--- src/rtl/skid_pipeline_arbiter.sv ---
// Round-robin burst arbiter that shares one ready/valid stream among
// INPUT_COUNT requesters. A grant is held until the granted requester
// transfers a word flagged last, or until MAX_BURST words have transferred.
// Handshake and data of the granted requester are muxed combinationally.
// The register stages live in the downstream skid buffer pipeline.
//
// state | meaning
// IDLE  | no grant; pick the next valid requester after the previous grant
// BUSY  | requester r_grant owns the output until last or burst limit
module skid_pipeline_arbiter #(
  parameter int WORD_WIDTH   = 8,
  parameter int INPUT_COUNT  = 4,
  parameter int SOURCE_WIDTH = 2,
  parameter int MAX_BURST    = 4
) (
  input  logic                              clock,
  input  logic                              clear,
  input  logic [INPUT_COUNT-1:0]            input_valid,
  output logic [INPUT_COUNT-1:0]            input_ready,
  input  logic [INPUT_COUNT*WORD_WIDTH-1:0] input_data,
  input  logic [INPUT_COUNT-1:0]            input_last,
  output logic                              output_valid,
  input  logic                              output_ready,
  output logic [WORD_WIDTH-1:0]             output_data,
  output logic                              output_last,
  output logic [SOURCE_WIDTH-1:0]           output_source
);

  localparam int CNT_W = (MAX_BURST > 0) ? $clog2(MAX_BURST + 1) : 1;
  localparam logic [CNT_W-1:0] LAST_BEAT =
    (MAX_BURST > 0) ? CNT_W'(MAX_BURST - 1) : '0;
  localparam logic [SOURCE_WIDTH-1:0] PREV_RESET = SOURCE_WIDTH'(INPUT_COUNT - 1);
  localparam logic LIMIT_ON = (MAX_BURST > 0);

  typedef enum logic {IDLE, BUSY} state_t;

  state_t                  r_state, w_state_nxt;
  logic [SOURCE_WIDTH-1:0] r_grant, w_grant_nxt;
  logic [SOURCE_WIDTH-1:0] r_prev, w_prev_nxt;
  logic [CNT_W-1:0]        r_count, w_count_nxt;
  logic [SOURCE_WIDTH-1:0] w_pick, w_idx;
  logic                    w_any;
  logic                    w_sel_valid, w_sel_last;
  logic [WORD_WIDTH-1:0]   w_sel_data;
  logic                    w_xfer, w_release;

  // Round-robin search: lowest offset after r_prev wins, so iterate downward
  always_comb begin
    w_pick = '0;
    w_idx  = '0;
    w_any  = 1'b0;
    for (int k = INPUT_COUNT; k >= 1; k--) begin
      w_idx = SOURCE_WIDTH'((int'(r_prev) + k) % INPUT_COUNT);
      if (input_valid[w_idx]) begin
        w_pick = w_idx;
        w_any  = 1'b1;
      end
    end
  end

  // Mux the granted requester's valid, last and data
  always_comb begin
    w_sel_valid = 1'b0;
    w_sel_last  = 1'b0;
    w_sel_data  = '0;
    for (int i = 0; i < INPUT_COUNT; i++) begin
      if (r_grant == SOURCE_WIDTH'(i)) begin
        w_sel_valid = input_valid[i];
        w_sel_last  = input_last[i];
        w_sel_data  = input_data[i*WORD_WIDTH +: WORD_WIDTH];
      end
    end
  end

  // Transfer and release qualifiers; output_ready only gates ready and transfer
  always_comb begin
    w_xfer    = (r_state == BUSY) && w_sel_valid && output_ready && !clear;
    w_release = w_xfer && (w_sel_last || (LIMIT_ON && (r_count == LAST_BEAT)));
  end

  // Next-state and output decode; clear masks the handshake so no word is taken
  always_comb begin
    w_state_nxt   = r_state;
    w_grant_nxt   = r_grant;
    w_prev_nxt    = r_prev;
    w_count_nxt   = r_count;
    input_ready   = '0;
    output_valid  = 1'b0;
    output_last   = 1'b0;
    output_data   = '0;
    output_source = '0;
    case (r_state)
      IDLE: begin
        if (w_any) begin
          w_grant_nxt = w_pick;
          w_count_nxt = '0;
          w_state_nxt = BUSY;
        end
      end
      BUSY: begin
        output_valid         = w_sel_valid && !clear;
        output_last          = w_sel_last;
        output_data          = w_sel_data;
        output_source        = r_grant;
        input_ready[r_grant] = output_ready && !clear;
        if (w_xfer) begin
          w_count_nxt = r_count + 1'b1;
        end
        if (w_release) begin
          w_state_nxt = IDLE;
          w_prev_nxt  = r_grant;
          w_count_nxt = '0;
        end
      end
      default: w_state_nxt = IDLE;
    endcase
  end

  // State register with synchronous clear
  always_ff @(posedge clock) begin
    if (clear) begin
      r_state <= IDLE;
      r_grant <= '0;
      r_prev  <= PREV_RESET;
      r_count <= '0;
    end else begin
      r_state <= w_state_nxt;
      r_grant <= w_grant_nxt;
      r_prev  <= w_prev_nxt;
      r_count <= w_count_nxt;
    end
  end

endmodule

--- config.mk ---
export PLATFORM = sky130hd
export DESIGN_NAME = skid_pipeline_arbiter
export DESIGN_NICKNAME = d
export VERILOG_FILES = /design/src/rtl/skid_pipeline_arbiter.sv
export SDC_FILE = /design/constraint.sdc
export NUM_CORES = 1
export LEC_CHECK = 0
export ABC_AREA = 1
export BUFFER_PORTS_ARGS = -buffer_cell sky130_fd_sc_hd__buf_2
export CORE_ASPECT_RATIO = 1.2
export CORE_UTILIZATION = 46
export CTS_CLUSTER_SIZE = 10
export DETAILED_ROUTE_END_ITERATION = 10
export PLACE_DENSITY = 0.88
export SLEW_MARGIN = 15
export SYNTH_ARGS = -nofsm -noshare
export SYNTH_HDL_FRONTEND = slang
export SYNTH_SLANG_ARGS = --single-unit
--- constraint.sdc ---
create_clock -name clock -period 2 [get_ports clock]
set_input_delay 0.3 -clock clock [delete_from_list [all_inputs] [get_ports clock]]
set_output_delay 0.3 -clock clock [all_outputs]
set_load 0.02 [all_outputs]
Word-level counts from Yosys, hierarchy flattened
Cells that the tools add are included.
{"block": "classes", "addsub": 5, "magnitude_cmp": 6, "mux": 42, "n_reduce_logical": 13, "n_bitwise": 2, "eq_ne": 6}
{"op": "$mux 8", "count": 5}
{"op": "$mux 1", "count": 21}
{"op": "$lt 2x3->1 const B", "count": 5}
{"op": "$mux 2", "count": 5}
{"op": "$mux 3", "count": 3}
{"op": "$bmux 1 s2", "count": 4}
{"op": "$logic_and 1x1->1", "count": 7}
{"op": "$pmux 3 s2", "count": 1}
{"op": "$reduce_and 2->1", "count": 3}
{"op": "$add 2x1->2 const B", "count": 2}
{"op": "$add 2x2->2 const B", "count": 2}
{"op": "$and 4x4->4", "count": 1}
{"op": "$eq 2x2->1 const B", "count": 2}
{"op": "$mux 4", "count": 1}
{"op": "$add 3x1->3 const B", "count": 1}
{"op": "$eq 3x2->1 const B", "count": 1}
{"op": "$ne 3x1->1 const B", "count": 1}
{"op": "$demux 1 s2", "count": 1}
{"op": "$eq 2x1->1 const B", "count": 1}
{"op": "$ge 2x1->1 const B", "count": 1}
{"op": "$logic_not 2->1", "count": 1}
{"op": "$ne 2x2->1 const B", "count": 1}
{"op": "$pmux 1 s2", "count": 1}
{"op": "$logic_not 1->1", "count": 1}
{"op": "2 further kinds", "count": 2}
{"block": "word_totals", "inputBits": 43, "ff_bits": 8, "output_inout_bits": 16, "elab_cells": 78}

Logic depth before layout (Yosys ltp)
{"block": "depth", "depth_word": 11, "mapped_depth": 12, "depth_no_buf": 11}

Worst setup path before layout
Ideal clock, no wire load.
{"block": "synth_timing", "path_kind": "register to output", "startpoint": "register r_grant[1]", "endpoint": "output output_data[0]", "arrival_ns": 1.339, "path_stages_with_launch": 6, "n_path_buf": 1, "required_time_ns": 1.700, "path_slack_ns": 0.361, "path_cell_list": "dfxtp_1 clkbuf_1 o21ai_0 nand2_1 o21ai_0 a21oi_1"}
{"block": "synth_via", "elab_chain_len": 6, "word_cells_on_any_way": 9}
{"element": "from (decl)", "line_no": "38", "source": "logic [SOURCE_WIDTH-1:0] r_grant, w_grant_nxt;"}
{"element": "from (signal assigned)", "line_no": "128", "source": "r_grant <= w_grant_nxt;"}
{"element": "$logic_not 2->1", "line_no": "67", "source": "if (r_grant == SOURCE_WIDTH'(i)) begin"}
{"element": "$mux 8 (3 in a row)", "line_no": "67"}
{"element": "$mux 8 (*)", "line_no": "67"}
{"element": "$mux 8 (*)", "line_no": "92", "source": "case (r_state)"}
{"element": "to (decl)", "line_no": "24", "source": "output logic [WORD_WIDTH-1:0] output_data,"}
Mark *: on every way between the ends. The rest lies on a longest branch, timed or not.

Worst setup path in the final report
{"block": "layout_timing", "startpoint": "register r_grant[1]", "endpoint": "output output_data[5]"}
Same word-level chain as after synthesis.

==> flow_summary.json <==
{
  "dpl-instance-area_um2": 1280,
  "syn_inst": 179,
  "cp_max_fo": 11,
  "fin_area_um2": 1310,
  "p_per_area_nw_per_um2": 482,
  "synth-simple-area-share_pct": 44.8,
  "die_area_um2": 2300,
  "syn_area_per_cell_um2": 5.42,
  "max_cap_violations": 0,
  "hold_buffers": 0,
  "final-max-slew-violation-count": 0,
  "cts_tree": "done",
  "die_y_um": 52.3,
  "end_kind": "output pin",
  "drive_above_1_share_pct": 34.0,
  "ys_ff_latch": 8,
  "routabilityCongestion": 0.835,
  "yosysSeqAreaShare_pct": 16.5,
  "fmax_mhz": 546,
  "drc": 9,
  "mostFrequentLayoutCells": "nand2_1 (64), buf_2 (58), inv_1 (20), o21ai_0 (20), nor2_1 (13)",
  "post-route-period-util_pct": 91.6,
  "synth_nets": 224,
  "clock_latency_ps": 240,
  "vdd_ir_drop_max_mv": 0.391,
  "area_delta_synth_final_pct": 34.8,
  "fp.coreArea_um2": 1910,
  "grt_antenna_before_repair": 0,
  "clk_path_buf_depth": 2,
  "h-tree-depth": 1,
  "worst_path_max_delay_cell": "dfxtp_2",
  "rr_endpoint": "r_grant[0]",
  "violations": "DRC",
  "dp_hpwl_um": 2180,
  "synth.area.mux_share_pct": 0,
  "numPortBuffers": 58,
  "overflow": 0,
  "setup_tns_ps": 0,
  "initial_core_util_pct": 50.7,
  "grtUsageTotal_pct": 24.8,
  "critical_path.most_common_cell": "o21ai_0",
  "cp.required_ps": 1700,
  "cts_sinks": 8,
  "post_drt_wl_per_cell_um": 10.5,
  "fin_cells": 257,
  "synthAdderAreaFrac_pct": 2.58,
  "antenna_cells": 0,
  "rows": 17,
  "slew_headroom_pct": 77.0,
  "post-place-cells": 254,
  "synth_area_um2": 970,
  "final-hold-violation-count": 0,
  "grt_pass1_vias": 1154,
  "r2r-start": "r_prev[0]",
  "ios": 59,
  "fin_skew_ps": 0.982,
  "grt_max_degree": 13,
  "via_count": 1305,
  "clk_pin_slew_ps": 50,
  "min_to": "r_grant[0]",
  "crit_path_max_incr_delay_ps": 460,
  "drt-initial-drc-count": 35,
  "hold_class": "primary input to flip-flop",
  "viasPerCell": 5.08,
  "synth_warnings": 0,
  "drt_pre_antenna_iters": 7,
  "post_cts_buffers": 0,
  "startpoint_type": "flip-flop",
  "path_cells": "inv_2 > nor2_1 > inv_1 > o21ai_0 > o21ai_0 > a21oi_1 > buf_2",
  "synth_top_family_by_area": "simple AND/OR/NAND/NOR gates",
  "synth_compound_area_share_pct": 23.7,
  "final_common_cell": "nand2_1",
  "setup_viol": 0,
  "power_leakage_nw": 0.786,
  "worst_pin_slew_ps": 344,
  "fin_crit_ps": 1830,
  "drt-total-wl_um": 2690,
  "rrSetupSlack_ps": 430,
  "final_nets": 285,
  "grt_first_pass_wirelength_um": 4380,
  "die_w_um": 43.9,
  "fill_cells": 184,
  "clock-root-buffer": "clkbuf_4",
  "cp.arrival_ps": 1530,
  "hold_path_depth": 2,
  "yosys.area_share.xor_xnor_pct": 0,
  "yosysUniqueCellTypes": 27,
  "rr_worst_depth": 9,
  "path_class": "flip-flop to output pin",
  "antenna_left": 0,
  "min_from": "clear",
  "rsz0062_at_grt": "false",
  "cts_buffers": 3,
  "total_power_mw": 0.630,
  "status": "finished, violations left"
}
## metrics by stage
step | utilization [%] | worst slack, ps | hold slack [ps]
6_report | 68.3 | 168 | 270
5_1_grt | 68.3 | 5.79 | 273
4_1_cts | 68.0 | 1.34 | 269
3_5_place_dp | 66.7 | 226 | 505
3_3_place_gp | 66.7 | 284 | 495
2_1_floorplan | - | 361 | 369
## where the power goes
part	internal (mW)	switching, mW	total, mW
combinational	0.125	0.192	0.318
sequential	0.173	0.0224	0.195
clock	0.0683	0.0489	0.117
total	0.366	0.264	0.630
## worst max-delay path: cells and delay by family (launching register included)
kind,cells,cell delay (ps)
compound gates,3,320
buf+inv,3,390
flops,1,460
simple gates,1,110
## registers in the layout, summed over array words and instances, names as in the netlist
register  flops
r_count       3
r_grant       2
r_prev        2
r_state       1
## synthesized netlist by cell type
cell type  number  area, µm²
a21oi_1        11       55.1
a21boi_2        1       11.3
clkbuf_1        1       3.75
o21ai_1         2       10.0
nand2_4         1       11.3
nor2_1         13       48.8
ha_1            2       25.0
nand2_2         2       12.5
inv_2           4       15.0
a31oi_1         1       6.26
buf_2           2       10.0
buf_4           1       7.51
nor2_2          1       6.26
nor3_1          2       10.0
nand3_1        10       50.1
nor2_4          1       11.3
o21ai_0        20        100
inv_1          20       75.1
nand4_1         2       12.5
o21ai_2         1       8.76
clkinv_4        1       8.76
nand3_2         2       20.0
o211ai_1        4       30.0
a21oi_2         1       8.76
dfxtp_1         8        160
nand3b_2        1       11.3
nand2_1        64        240
## what timing repair did
item | in CTS | in global routing
gates resized for setup | 1 | 3
gates cloned | 0 | 0
pin swaps | 0 | 0
endpoints found under the setup margin | 3 | 3
## worst max path at each step
stage | start | end | slack, ps | cells after the start
after floorplan | r_grant[1] | output_data[0] | 360 | 5
after global placement | r_grant[0] | output_data[6] | 280 | 8
after detailed placement | r_grant[0] | output_data[5] | 230 | 8
after CTS | r_grant[1] | output_data[5] | 1 | 7
after global routing | r_grant[0] | output_data[5] | 6 | 8
final | r_grant[1] | output_data[5] | 170 | 7
## cell type report
| class | count | area (µm²) | area share [%] |
|---|---|---|---|
| Clock buffer | 3 | 22.5 | 1.72 |
| Multi-Input combinational cell | 142 | 689 | 52.7 |
| Timing Repair Buffer | 60 | 305 | 23.3 |
| Tap cell | 19 | 23.8 | 1.82 |
| Sequential cell | 8 | 165 | 12.6 |
| Inverter | 25 | 101 | 7.75 |
## cell families (layout without fill, tap and decap cells)
group / after synthesis / after routing
compound gates: 41 / 41
fa+ha+maj: 2 / 2
buf+inv: 29 / 88
flops: 8 / 8
simple gates: 99 / 99
## per-layer routing
layer	vias up	share of wire, %	GRT usage [%]	routed length (µm)
li1	699	-	-	-
met4	0	0.97	7.58	26
met5	-	0	0	0
met2	46	49	49.5	1330
met1	556	41	25.0	1100
met3	4	8.7	4.83	234
(Power assumes the default switching activity.)
